**src/rtl/router_pkg.sv**
```systemverilog
// Shared router constants and the receive-side deserializer state encoding.
package router_pkg;
    localparam int NUM_PORTS  = 8;
    localparam int PORT_W     = 3;
    localparam int PKT_DATA_W = 32;

    typedef enum logic [1:0] {ARM, IDLE, RECV, DROP} deser_state_t;
endpackage

```
**src/rtl/port_deserializer_if.sv**
```systemverilog
// Host-side valid/ready word bus of one port deserializer.
interface port_deserializer_if #(parameter int DATA_W = 32);
    logic              out_valid;
    logic              out_ready;
    logic [DATA_W-1:0] out_data;

    modport master (output out_valid, output out_data, input out_ready);
    modport slave  (input out_valid, input out_data, output out_ready);
endinterface

```
**src/rtl/port_deser_fifo.sv**
```systemverilog
// Show-ahead word FIFO; a push into a full FIFO is accepted when a pop happens on the same edge.
module port_deser_fifo #(
    parameter int DATA_W = 32,
    parameter int DEPTH  = 4
) (
    input  logic                     clock,
    input  logic                     reset_n,
    input  logic                     push,
    input  logic [DATA_W-1:0]        push_data,
    input  logic                     pop,
    output logic                     accept,
    output logic                     valid,
    output logic [DATA_W-1:0]        head,
    output logic [$clog2(DEPTH):0]   count
);
    localparam int AW = $clog2(DEPTH);

    logic [DATA_W-1:0] mem [DEPTH];
    logic [AW-1:0]     rd_ptr, wr_ptr;

    assign valid  = (count != '0);
    assign accept = push && ((count != (AW+1)'(DEPTH)) || pop);
    // Head reads as zero when empty so the bus shows 0 out of reset.
    assign head   = valid ? mem[rd_ptr] : '0;

    always_ff @(posedge clock) begin
        if (accept) mem[wr_ptr] <= push_data;
    end

    always_ff @(posedge clock or negedge reset_n) begin
        if (!reset_n) begin
            rd_ptr <= '0;
            wr_ptr <= '0;
            count  <= '0;
        end else begin
            if (accept) wr_ptr <= wr_ptr + 1'b1;
            if (pop)    rd_ptr <= rd_ptr + 1'b1;
            case ({accept, pop})
                2'b10:   count <= count + 1'b1;
                2'b01:   count <= count - 1'b1;
                default: count <= count;
            endcase
        end
    end
endmodule

```
**src/rtl/port_deserializer.sv**
```systemverilog
// Reassembles one router output port's LSB-first serial packets into words and buffers them.
// Optional length checking is built when PORT_DESER_ERRCHK_EN is defined.
module port_deserializer
    import router_pkg::*;
#(
    parameter int DATA_W     = PKT_DATA_W,
    parameter int FIFO_DEPTH = 4,
    parameter int PORT_ID    = 0
) (
    input  logic                          clock,
    input  logic                          reset_n,
    input  logic                          frame_n,
    input  logic                          valid_n,
    input  logic                          din,
    port_deserializer_if.master           out_bus,
    output logic [PORT_W-1:0]             out_port,
    output logic [$clog2(FIFO_DEPTH):0]   fifo_count,
    output logic                          overflow,
    output logic                          err_len,
    output logic [7:0]                    pkt_count
);
    localparam int BW = $clog2(DATA_W + 1);

    deser_state_t      state, state_nxt;
    logic [DATA_W-1:0] shift, shift_nxt, bit_word;
    logic [BW-1:0]     bit_cnt, cnt_nxt;
    logic              eop, len_ok, push, pop, accept;

    assign out_port = PORT_W'(PORT_ID);
    assign pop      = out_bus.out_valid && out_bus.out_ready;
    // A bit beyond DATA_W shifts out of range and leaves the word untouched.
    assign bit_word = shift | ({{(DATA_W-1){1'b0}}, din} << bit_cnt);

`ifdef PORT_DESER_ERRCHK_EN
    logic drop_end;
`endif

    always_comb begin
        state_nxt = state;
        shift_nxt = shift;
        cnt_nxt   = bit_cnt;
        eop       = 1'b0;
        len_ok    = 1'b0;
`ifdef PORT_DESER_ERRCHK_EN
        drop_end  = 1'b0;
`endif
        case (state)
            ARM: if (frame_n) state_nxt = IDLE;
            IDLE: begin
                shift_nxt = '0;
                cnt_nxt   = '0;
                if (!valid_n) begin
                    if (frame_n) begin
                        eop    = 1'b1;
                        len_ok = (DATA_W == 1);
                    end else begin
                        shift_nxt = bit_word;
                        cnt_nxt   = BW'(1);
                        state_nxt = RECV;
                    end
                end
            end
            RECV: begin
                if (!valid_n) begin
                    if (bit_cnt == BW'(DATA_W)) begin
                        if (frame_n) begin
                            eop       = 1'b1;
                            state_nxt = IDLE;
                            shift_nxt = '0;
                            cnt_nxt   = '0;
                        end
`ifdef PORT_DESER_ERRCHK_EN
                        else state_nxt = DROP;
`endif
                    end else if (frame_n) begin
                        eop       = 1'b1;
                        len_ok    = (bit_cnt == BW'(DATA_W - 1));
                        state_nxt = IDLE;
                        shift_nxt = '0;
                        cnt_nxt   = '0;
                    end else begin
                        shift_nxt = bit_word;
                        cnt_nxt   = bit_cnt + 1'b1;
                    end
                end
            end
`ifdef PORT_DESER_ERRCHK_EN
            DROP: begin
                if (frame_n) begin
                    drop_end  = 1'b1;
                    state_nxt = IDLE;
                    shift_nxt = '0;
                    cnt_nxt   = '0;
                end
            end
`endif
            default: state_nxt = IDLE;
        endcase
    end

`ifdef PORT_DESER_ERRCHK_EN
    assign push = eop && len_ok;

    always_ff @(posedge clock or negedge reset_n) begin
        if (!reset_n) err_len <= 1'b0;
        else          err_len <= (eop && !len_ok) || drop_end;
    end
`else
    logic unused_len_ok;
    assign unused_len_ok = len_ok;
    assign push          = eop;
    assign err_len       = 1'b0;
`endif

    always_ff @(posedge clock or negedge reset_n) begin
        if (!reset_n) begin
            state     <= ARM;
            shift     <= '0;
            bit_cnt   <= '0;
            overflow  <= 1'b0;
            pkt_count <= '0;
        end else begin
            state     <= state_nxt;
            shift     <= shift_nxt;
            bit_cnt   <= cnt_nxt;
            overflow  <= push && !accept;
            if (accept) pkt_count <= pkt_count + 1'b1;
        end
    end

    port_deser_fifo #(.DATA_W(DATA_W), .DEPTH(FIFO_DEPTH)) u_fifo (
        .clock     (clock),
        .reset_n   (reset_n),
        .push      (push),
        .push_data (bit_word),
        .pop       (pop),
        .accept    (accept),
        .valid     (out_bus.out_valid),
        .head      (out_bus.out_data),
        .count     (fifo_count)
    );
endmodule

```
**src/flat_wrapper.sv**
```systemverilog
// flat-port wrapper written by rule: the top's interface ports become plain ports
module port_deserializer_flat import router_pkg::*;
#(
    parameter int DATA_W     = PKT_DATA_W,
    parameter int FIFO_DEPTH = 4,
    parameter int PORT_ID    = 0
)
  (clock, reset_n, frame_n, valid_n, din, out_port, fifo_count, overflow, err_len, pkt_count, out_bus_out_valid, out_bus_out_data, out_bus_out_ready);
  port_deserializer_if #(.DATA_W(DATA_W)) out_bus_i ();
  input  logic clock;
  input  logic reset_n;
  input  logic frame_n;
  input  logic valid_n;
  input  logic din;
  output logic [PORT_W-1:0] out_port;
  output logic [$clog2(FIFO_DEPTH):0] fifo_count;
  output logic overflow;
  output logic err_len;
  output logic [7:0] pkt_count;
  output wire logic [$bits(out_bus_i.out_valid)-1:0] out_bus_out_valid;
  output wire logic [$bits(out_bus_i.out_data)-1:0] out_bus_out_data;
  input wire logic [$bits(out_bus_i.out_ready)-1:0] out_bus_out_ready;
  assign out_bus_out_valid = out_bus_i.out_valid;
  assign out_bus_out_data = out_bus_i.out_data;
  assign out_bus_i.out_ready = out_bus_out_ready;
  port_deserializer #(.DATA_W(DATA_W), .FIFO_DEPTH(FIFO_DEPTH), .PORT_ID(PORT_ID)) u_core (.clock(clock), .reset_n(reset_n), .frame_n(frame_n), .valid_n(valid_n), .din(din), .out_bus(out_bus_i), .out_port(out_port), .fifo_count(fifo_count), .overflow(overflow), .err_len(err_len), .pkt_count(pkt_count));
endmodule
```
**config.mk**
```make
export PLATFORM = sky130hd
export DESIGN_NAME = port_deserializer_flat
export DESIGN_NICKNAME = d
export VERILOG_FILES = /design/src/rtl/router_pkg.sv /design/src/rtl/port_deserializer_if.sv /design/src/rtl/port_deser_fifo.sv /design/src/rtl/port_deserializer.sv /design/src/flat_wrapper.sv
export SDC_FILE = /design/constraint.sdc
export NUM_CORES = 1
export LEC_CHECK = 0
export ABC_AREA = 1
export CORE_UTILIZATION = 25
export DETAILED_ROUTE_END_ITERATION = 8
export PLACE_DENSITY = 0.42
export SYNTH_ARGS = -nofsm -noshare
export SYNTH_HDL_FRONTEND = slang
export SYNTH_HIERARCHICAL = 1
export SYNTH_SLANG_ARGS = --single-unit
```
**constraint.sdc**
```tcl
create_clock -name clock -period 3.92 [get_ports clock]
set_input_delay 1.176 -clock clock [delete_from_list [all_inputs] [get_ports clock]]
set_output_delay 1.176 -clock clock [all_outputs]
set_load 0.05 [all_outputs]
```
==> impl_metrics.toml, run 1 <==
[clock_network]
cts_tree = "done"
cts_setup_buffers = 0
clock_latency_ns = 0.44
htreeDepth = 4
clk_pin_slew_ns = 0.08
cts_buffer_depth = 2
clock_sinks = 184
hold_buffers = 0
cts_root_buf = "clkbuf_16"
numCtsBuffers = 17
cts_resized = 0

[detailed_routing]
drt_iter0_markers = 358
wirelength_um = 18900
final_antenna_net_count = 0
top_layer = "met4"
met3_length_um = 493
drc = 0
vias_per_cell = 4.22
wire_per_inst_um = 15.0
dr_wl_met2_um = 9200
firstDrtPassIters = 5
m1WireLength_um = 9050
vias = 5325

[cells_and_area]
num-nets-final = 831
nFillCells = 3262
n_antenna_cell = 0
area_growth_pct = 24.1
multi_input_area_um2 = 2490
regArea_um2 = 5250
drive_above_1_share_pct = 14.3

[run_status]
status = "completed"

[global_route]
grt_antenna_before_repair = 0
grt_pass1_vias = 5345
grt_start_max_net_pins = 65
grt.total_usage_pct = 12.1
gr-total-overflow = 0
grt_pass1_wl_um = 30600

[logic_synthesis]
syn-cell-area_um2 = 8170
synth_cells = 765
muxShareOfSynthArea_pct = 0.138
synth_fa_ha_area_share_pct = 1.78
ys_seq_area_share_pct = 64.2
synth_top_family_by_area = "simple AND/OR/NAND/NOR gates"
yosysWarnings = 6
synth_xor_area_share_pct = 1.07
ys.flop_type = "edfxtp_1"
synth_area_per_cell_um2 = 10.7
postSynthRegisterBits = 184
synth.distinct_cells = 37
async_reset_ff_share_pct = 30.4
synth-edff-count = 128
yosys.area_share.simple_pct = 15.6
synth_compound_area_share_pct = 11.3

[sta]
setup_viol = 0
fin_skew_ns = 0.0164
fin_crit_ns = 3.26
min_period_over_period_pct = 83.2
fmax_ghz = 0.307
rsz0062_at_grt = "false"
final_critical_path_setup_slack_ns = 0.660
slew_headroom_pct = 64.1
setup_tns_ns = 0
slew_violations = 0
hold_viol_final = 0
worst-slew-pin-transition_ns = 0.537

[place]
io_buffers = 50
place_hpwl_um = 11700
place_ws_ns = 0.501
gp_congestion = 0.750

[worst_setup_path]
worstPathRequired_ns = 2.74
cp-start-kind = "flip-flop"
crit_type = "flip-flop to output port"
endpoint_kind = "output port"
crit_path_max_fanout = 32
worstPathArrival_ns = 2.08

[floorplan]
core_area_um2 = 31900
initial_core_util_pct = 25.6
placementRows = 65
die_height_um = 183
dieArea_um2 = 33400
num_io_pins = 55
die_x_um = 183

[worst_hold_path]
hp-class = "flip-flop to flip-flop"

[job]
maxCapViolCount = 0

[power]
p_leak_nw = 3.87
peakVddDrop_mv = 0.334
power.density_nw_per_um2 = 849
[final timing paths]
check                                            start              endpoint  slack [ns]  depth (start not counted)
worst max-delay path            u_core/u_fifo/count[1]  out_bus_out_data[24]        0.66                          6
worst min-delay path                  u_core/shift[10]      u_core/shift[10]        0.48                          2
worst max register to register       u_core/bit_cnt[3]      u_core/shift[30]        1.52                          6
worst min register to register        u_core/shift[10]      u_core/shift[10]        0.48                          2
max in group asynchronous                      reset_n      u_core/shift[12]        2.52                          2
min in group asynchronous                      reset_n   u_core/pkt_count[6]        0.67                          1
[power by group]
group / leakage (nW) / switching [W] / total (W) / internal [W]
registers: 1.94 / 0.000115 / 0.00241 / 0.00229
logic: 1.64 / 0.00277 / 0.00443 / 0.00167
clock network: 0.295 / 0.000843 / 0.00177 / 0.000926
total: 3.87 / 0.00373 / 0.00861 / 0.00488
[worst max-delay path: stages (launching register included)]
cell and delay (ns):
dfrtp_1 0.43, nor2_1 0.20, nand2_1 0.16, inv_1 0.08, buf_4 0.39, a21oi_1 0.19, buf_12 0.19
[layout make-up]
class | instances | share of cell area [%]
Clock buffer | 17 | 4.20
Clock inverter | 15 | 1.97
Inverter | 62 | 2.30
Multi-Input combinational cell | 484 | 24.5
Sequential cell | 184 | 51.7
Tap cell | 435 | 5.37
Timing Repair Buffer | 65 | 9.90
[sequential cells by signal, indices dropped and copies added (netlist names)]
| register | cells |
|---|---|
| u_core/u_fifo/mem | 128 |
| u_core/shift | 32 |
| u_core/u_fifo/rd_ptr | 2 |
| u_core/pkt_count | 8 |
| u_core/bit_cnt | 6 |
| u_core/u_fifo/count | 3 |
| u_core/overflow | 1 |
| u_core/u_fifo/wr_ptr | 2 |
| u_core/state | 2 |
[synth_stat cells (6+ instances only)]
| cell | count | share of area (%) |
|---|---|---|
| nor2_1 | 158 | 7.3 |
| edfxtp_1 | 128 | 47 |
| nand2_1 | 94 | 4.3 |
| inv_1 | 58 | 2.7 |
| dfrtp_1 | 56 | 17 |
| o21ai_1 | 39 | 2.4 |
| a21oi_1 | 36 | 2.2 |
| nand3_1 | 33 | 2.0 |
| o21ai_0 | 33 | 2.0 |
| o21bai_1 | 15 | 1.4 |
| buf_2 | 13 | 0.80 |
| a21boi_2 | 11 | 1.5 |
| clkbuf_1 | 10 | 0.46 |
| ha_1 | 10 | 1.5 |
| buf_6 | 9 | 1.2 |
| a21oi_2 | 8 | 0.86 |
| nand4_1 | 8 | 0.61 |
| xor2_1 | 8 | 0.86 |
| buf_4 | 6 | 0.55 |
[per-stage QoR]
stage	util [%]	power, W	area, um^2	instances	hold slack, ns
after CTS	31.8	0.00877	10100	1262	0.480
after detailed placement	29.8	0.00697	9510	1230	0.461
after global placement	29.8	0.00697	9510	1230	0.459
after floorplan	-	0.00508	8180	768	0.443
after global routing	31.8	0.00913	10100	1262	0.496
final	31.8	0.00861	10100	1262	0.478
[placed cells by master (no fill, tap or decap), types with 3 or more instances in the layout]
master / netlist / final
nor2_1: 158 / 154
edfxtp_1: 128 / 128
nand2_1: 94 / 94
inv_1: 58 / 58
dfrtp_1: 56 / 55
o21ai_1: 39 / 39
buf_12: 0 / 38
a21oi_1: 36 / 36
nand3_1: 33 / 33
o21ai_0: 33 / 33
clkbuf_16: 0 / 17
clkdlybuf4s50_1: 0 / 17
o21bai_1: 15 / 15
a21boi_2: 11 / 11
ha_1: 10 / 10
buf_4: 6 / 9
nand4_1: 8 / 8
a21oi_2: 8 / 8
xor2_1: 8 / 8
nor2_4: 3 / 7
clkinv_8: 0 / 5
inv_2: 4 / 4
nor3_1: 4 / 4
a21boi_0: 4 / 4
conb_1: 1 / 4
inv_6: 0 / 3
[per-layer routing]
layer  up-vias  global-route usage, %
met5         -                      0
met4         0                   3.20
met3        10                   2.32
met2        77                   20.1
met1      2559                   16.0
li1       2679                      -
[logic make-up (layout without fill, tap and decap cells)]
logic type	Yosys count	count (layout)
muxes	1	1
DFF	184	184
buffers and inverters	100	159
AOI/OAI and AO/OA	151	151
xor gates and xnor gates	10	10
adders and majority gates	11	11
other	1	4
and+or+nand+nor	307	307
Power figures use the tool's default switching activity.
==> inputs of run 2 (changes only) <==
--- a/config.mk
+++ b/config.mk
@@ -8,7 +8,7 @@
 export ABC_AREA = 1
 export CORE_UTILIZATION = 25
 export DETAILED_ROUTE_END_ITERATION = 8
-export PLACE_DENSITY = 0.42
+export PLACE_DENSITY = 0.44
 export SYNTH_ARGS = -nofsm -noshare
 export SYNTH_HDL_FRONTEND = slang
 export SYNTH_HIERARCHICAL = 1
==> constraint.sdc (replaced) <==
create_clock -name clock -period 2.8 [get_ports clock]
set_input_delay 0.84 -clock clock [delete_from_list [all_inputs] [get_ports clock]]
set_output_delay 0.84 -clock clock [all_outputs]
set_load 0.05 [all_outputs]
==> run 2 against run 1 <==
Count of clock-buffer cells in the layout is the same. First-iteration DRC count is 18% lower. Sequential share of layout area is 1.8 points lower. Clock power grew 36%. Critical path type unchanged. Via count is 2.8% higher. Total power up 47%. Global-route usage grew 0.46 points. Clock skew is 0.0019 ns higher. Largest cell class unchanged. Utilization up 1.2 points. Die area did not move. Critical path depth decreased by 1.
==> impl_metrics.toml, run 2 (same netlist as run 1, synthesis figures left out) <==
[run_status]
status = "completed"

[floorplan]
num_io_pins = 55
die_x_um = 183
dieArea_um2 = 33400
core_area_um2 = 31900
initial_core_util_pct = 25.6
placementRows = 65
die_height_um = 183

[cells_and_area]
largestRegisters = "u_core/u_fifo/mem (128), u_core/shift (32), u_core/pkt_count (8)"
layout_commonest_cell = "nor2_1"
nFillCells = 3252
regMostFlops = "u_core/u_fifo/mem"
largest_register_ffs = 128
drive_above_1_share_pct = 20.2
final_cell_mix = "nor2_1 (153), edfxtp_1 (128), nand2_1 (93)"
n_antenna_cell = 0
area_growth_pct = 28.7
num-nets-final = 849
design_area_um2 = 10500

[global_route]
grt_pass1_vias = 5637
grt_antenna_before_repair = 0
grt_start_max_net_pins = 65
gr-total-overflow = 0
grt.total_usage_pct = 12.5
grt_pass1_wl_um = 31900

[detailed_routing]
wirelength_um = 19900
final_antenna_net_count = 0
vias = 5475
drt_iter0_markers = 294
firstDrtPassIters = 4
drc = 0
vias_per_cell = 4.28
wire_per_inst_um = 15.5

[sta]
setup_tns_ns = 0
fmax_ghz = 0.373
fin_crit_ns = 2.68
rsz0062_at_grt = "true"
worst-slew-pin-transition_ns = 0.549
slew_violations = 0
fin_skew_ns = 0.0183
setup_viol = 0
min_period_over_period_pct = 95.8
hold_viol_final = 0
slew_headroom_pct = 63.4

[worst_setup_path]
crit_path_end = "out_bus_out_data[10]"
crit_type = "flip-flop to output port"
startpoint = "u_core/u_fifo/rd_ptr[0]"
r2r-start = "u_core/state[0]"
crit_path_max_fanout = 32
worst-r2r-cell-count = 8
r2r_end = "u_core/u_fifo/mem[1][1]"
endpoint_kind = "output port"
reg2reg_setup_slack_ns = 0.70
cp-start-kind = "flip-flop"
worstPathArrival_ns = 1.84
worstPathRequired_ns = 1.96

[place]
gp_congestion = 0.758
place_hpwl_um = 12500
placed_area_um2 = 9880
io_buffers = 50

[clock_network]
clock_latency_ns = 0.44
cts_tree = "done"
clock_sinks = 184
cts_root_buf = "clkbuf_16"
cts_buffer_depth = 2
htreeDepth = 4
numCtsBuffers = 17
clk_pin_slew_ns = 0.08

[power]
power.density_nw_per_um2 = 1200
finalPower_w = 0.0126
peakVddDrop_mv = 0.621
p_leak_nw = 4.00

[worst_hold_path]
hp-class = "input port to asynchronous set/reset pin"

[job]
maxCapViolCount = 0
[run 2: changes by cell type in the layout (fill, tap and decap cells not counted), sizes merged]
cell,previous run,this run
bufinv,1,0
inv,68,70
buf,48,65
dlygate4sd2,0,1
clkinv,6,4
clkdlybuf4s50,17,16
clkbuf,17,18
clkinvlp,2,3
[run 2: what timing repair did]
action / CTS / global route
buffers inserted: 0 / 0
hold buffers: 0 / 0
resized for setup: 3 / 2
pin swaps: 0 / 1
endpoints found under the setup margin: 11 / 32
cloned: 0 / 1
[run 2: where the power goes]
part | leakage, nW | switching [W] | total [W] | internal (W)
registers | 1.94 | 0.000163 | 0.00337 | 0.00321
clock network | 0.281 | 0.00121 | 0.00241 | 0.00121
logic | 1.78 | 0.00416 | 0.00684 | 0.00268
[run 2: critical path: stages (launching register included)]
cell,delay [ns]
dfrtp_2,0.48
inv_2,0.15
buf_12,0.19
o21ai_0,0.18
a21oi_4,0.21
buf_12,0.15
[run 2: worst min path at each step]
stage	to	slack [ns]	cells after the start
6_report	u_core/overflow	0.34	1
5_1_grt	u_core/pkt_count[0]	0.35	1
4_1_cts	u_core/bit_cnt[2]	0.34	1
3_5_place_dp	u_core/shift[17]	0.46	2
3_3_place_gp	u_core/shift[14]	0.46	2
2_1_floorplan	u_core/shift[10]	0.44	2
[run 2: stage by stage]
stage / cells / setup slack [ns] / util [%] / hold slack (ns)
after floorplan: 768 / -0.0440 / - / 0.443
after global placement: 1247 / 0.0188 / 31.0 / 0.456
after detailed placement: 1247 / 0.0117 / 31.0 / 0.460
after CTS: 1279 / 0.00706 / 32.9 / 0.336
after global routing: 1280 / -0.0120 / 33.0 / 0.353
final: 1280 / 0.117 / 33.0 / 0.339
[run 2: routing by layer]
| layer | vias to the layer above | global-route usage [%] | part of all wire, % |
|---|---|---|---|
| met4 | 0 | 3.23 | 0.76 |
| li1 | 2706 | - | - |
| met2 | 97 | 20.8 | 48 |
| met5 | - | 0 | 0 |
| met1 | 2662 | 16.5 | 47 |
| met3 | 10 | 2.66 | 3.6 |
[run 2: layout make-up]
cell class              instances  area (um^2)  area share, %
flip-flops and latches        184         5250           49.9
clock inverters                15          170           1.62
inverters                      62          233           2.21
multi-input cells             484         2680           25.5
well taps                     435          544           5.18
clock buffers                  17          425           4.05
repair buffers                 83         1220           11.6
==> inputs of run 3 (changes only) <==
--- a/config.mk
+++ b/config.mk
@@ -8,6 +8,7 @@
 export ABC_AREA = 1
 export CORE_UTILIZATION = 25
 export DETAILED_ROUTE_END_ITERATION = 8
+export MAX_ROUTING_LAYER = met4
 export PLACE_DENSITY = 0.44
 export SYNTH_ARGS = -nofsm -noshare
 export SYNTH_HDL_FRONTEND = slang
==> run 3 against run 2 <==
Final area did not move. Die area did not move. Register-to-register slack barely moved.
==> impl_metrics.toml, run 3 (same netlist as run 1, synthesis figures left out) <==
[cells_and_area]
nFillCells = 3252
layout_commonest_cell = "nor2_1"
largest_register_ffs = 128
num-nets-final = 849
multi_input_area_um2 = 2680
regArea_um2 = 5250
drive_above_1_share_pct = 20.2
final_cell_mix = "nor2_1 (153), edfxtp_1 (128), nand2_1 (93)"
final_cells = 1280
largestRegisters = "u_core/u_fifo/mem (128), u_core/shift (32), u_core/pkt_count (8)"
design_area_um2 = 10500
regMostFlops = "u_core/u_fifo/mem"
area_growth_pct = 28.7
n_antenna_cell = 0

[detailed_routing]
wirelength_um = 19800
firstDrtPassIters = 5
final_antenna_net_count = 0
wire_per_inst_um = 15.5
vias_per_cell = 4.28
drt_iter0_markers = 313
vias = 5480
drc = 0

[power]
intPower_w = 0.00710
p_clk_share_pct = 19.1
power.density_nw_per_um2 = 1200
p_seq_share_pct = 26.7
p_switching_w = 0.00552
peakVddDrop_mv = 0.621
finalPower_w = 0.0126
p_leak_nw = 4.00
p_sw_share_pct = 43.8
combPwrFrac_pct = 54.2

[floorplan]
placementRows = 65
die_height_um = 183
die_x_um = 183
initial_core_util_pct = 25.6
dieArea_um2 = 33400
core_area_um2 = 31900
num_io_pins = 55

[worst_setup_path]
worstPathArrival_ns = 1.82
crit_type = "flip-flop to output port"
worst-r2r-cell-count = 8
crit_path_max_fanout = 32
reg2reg_setup_slack_ns = 0.71
worstPathRequired_ns = 1.96
r2r-start = "u_core/state[0]"
endpoint_kind = "output port"
cp-start-kind = "flip-flop"
r2r_end = "u_core/u_fifo/mem[1][1]"

[sta]
worst-slew-pin-transition_ns = 0.530
fin_skew_ns = 0.0200
fmax_ghz = 0.375
hold_viol_final = 0
slew_violations = 0
fin_crit_ns = 2.66
rsz0062_at_grt = "true"
slew_headroom_pct = 64.7
setup_viol = 0
min_period_over_period_pct = 95.2

[global_route]
grt_pass1_vias = 5642
gr-total-overflow = 0
grt_start_max_net_pins = 65
grt_antenna_before_repair = 0
grt.total_usage_pct = 12.9
grt_pass1_wl_um = 31900

[place]
placed_area_um2 = 9880
dp_cells = 1247
io_buffers = 50
gp_congestion = 0.767
place_hpwl_um = 12500

[clock_network]
numCtsBuffers = 17
clock_sinks = 184
cts_root_buf = "clkbuf_16"
hold_buffers = 0
htreeDepth = 4
cts_tree = "done"
cts_buffer_depth = 2
clock_latency_ns = 0.44
clk_pin_slew_ns = 0.08

[worst_hold_path]
hp-class = "input port to asynchronous set/reset pin"

[run_status]
status = "completed"

[job]
maxCapViolCount = 0
-- run 3: cell counts in the layout (fill, tap and decap cells not counted) --
Identical to the previous run, type by type.
-- run 3: through the flow --
| step | setup TNS, ns | hold slack, ns | setup WS, ns | util, % |
|---|---|---|---|---|
| final | 0 | 0.341 | 0.136 | 33.0 |
| after global routing | -0.0185 | 0.353 | -0.0118 | 33.0 |
| after detailed placement | 0 | 0.460 | 0.0117 | 31.0 |
| after CTS | 0 | 0.336 | 0.00706 | 32.9 |
| after global placement | 0 | 0.456 | 0.0188 | 31.0 |
| after floorplan | -5.64 | 0.443 | -0.0440 | - |
-- run 3: critical path: stages (launching register included) --
cell and delay, ns:
dfrtp_2 0.48, inv_2 0.15, buf_12 0.20, o21ai_0 0.18, a21oi_4 0.21, buf_12 0.15
-- run 3: what timing repair did --
item	4_1_cts	5_1_grt
endpoints found under the setup margin	11	32
pin swaps	0	1
setup buffers	0	0
gates cloned	0	1
resized for setup	3	2
-- run 3: power by group through the flow --
stage               combinational [W]  sequential (W)  clock, W
floorplan                     0.00388         0.00361         0
global placement              0.00688         0.00343         0
detailed placement            0.00689         0.00342         0
CTS                           0.00691         0.00337   0.00248
global route                  0.00733         0.00341   0.00259
finish                        0.00684         0.00337   0.00242
-- run 3: layout make-up --
class	count	area share, %
Clock buffer	17	4.05
Clock inverter	15	1.62
Inverter	62	2.21
Multi-Input combinational cell	484	25.5
Sequential cell	184	49.9
Tap cell	435	5.18
Timing Repair Buffer	83	11.6
-- run 3: worst max-delay path by stage --
| stage | startpoint | end | slack (ns) |
|---|---|---|---|
| after global routing | u_core/u_fifo/rd_ptr[0] | out_bus_out_data[26] | -0.01 |
| after detailed placement | frame_n | u_core/u_fifo/mem[1][0] | 0.01 |
| final | u_core/u_fifo/rd_ptr[0] | out_bus_out_data[10] | 0.14 |
| after floorplan | u_core/u_fifo/count[2] | u_core/u_fifo/mem[0][0] | -0.04 |
| after CTS | u_core/u_fifo/count[0] | out_bus_out_data[22] | 0.007 |
| after global placement | frame_n | u_core/u_fifo/mem[1][21] | 0.02 |
-- run 3: layer usage --
| metal | track usage, % | wire [um] |
|---|---|---|
| met2 | 20.9 | 9550 |
| met1 | 16.5 | 9410 |
| met5 | - | 0 |
| met3 | 2.78 | 750 |
| met4 | 3.13 | 123 |
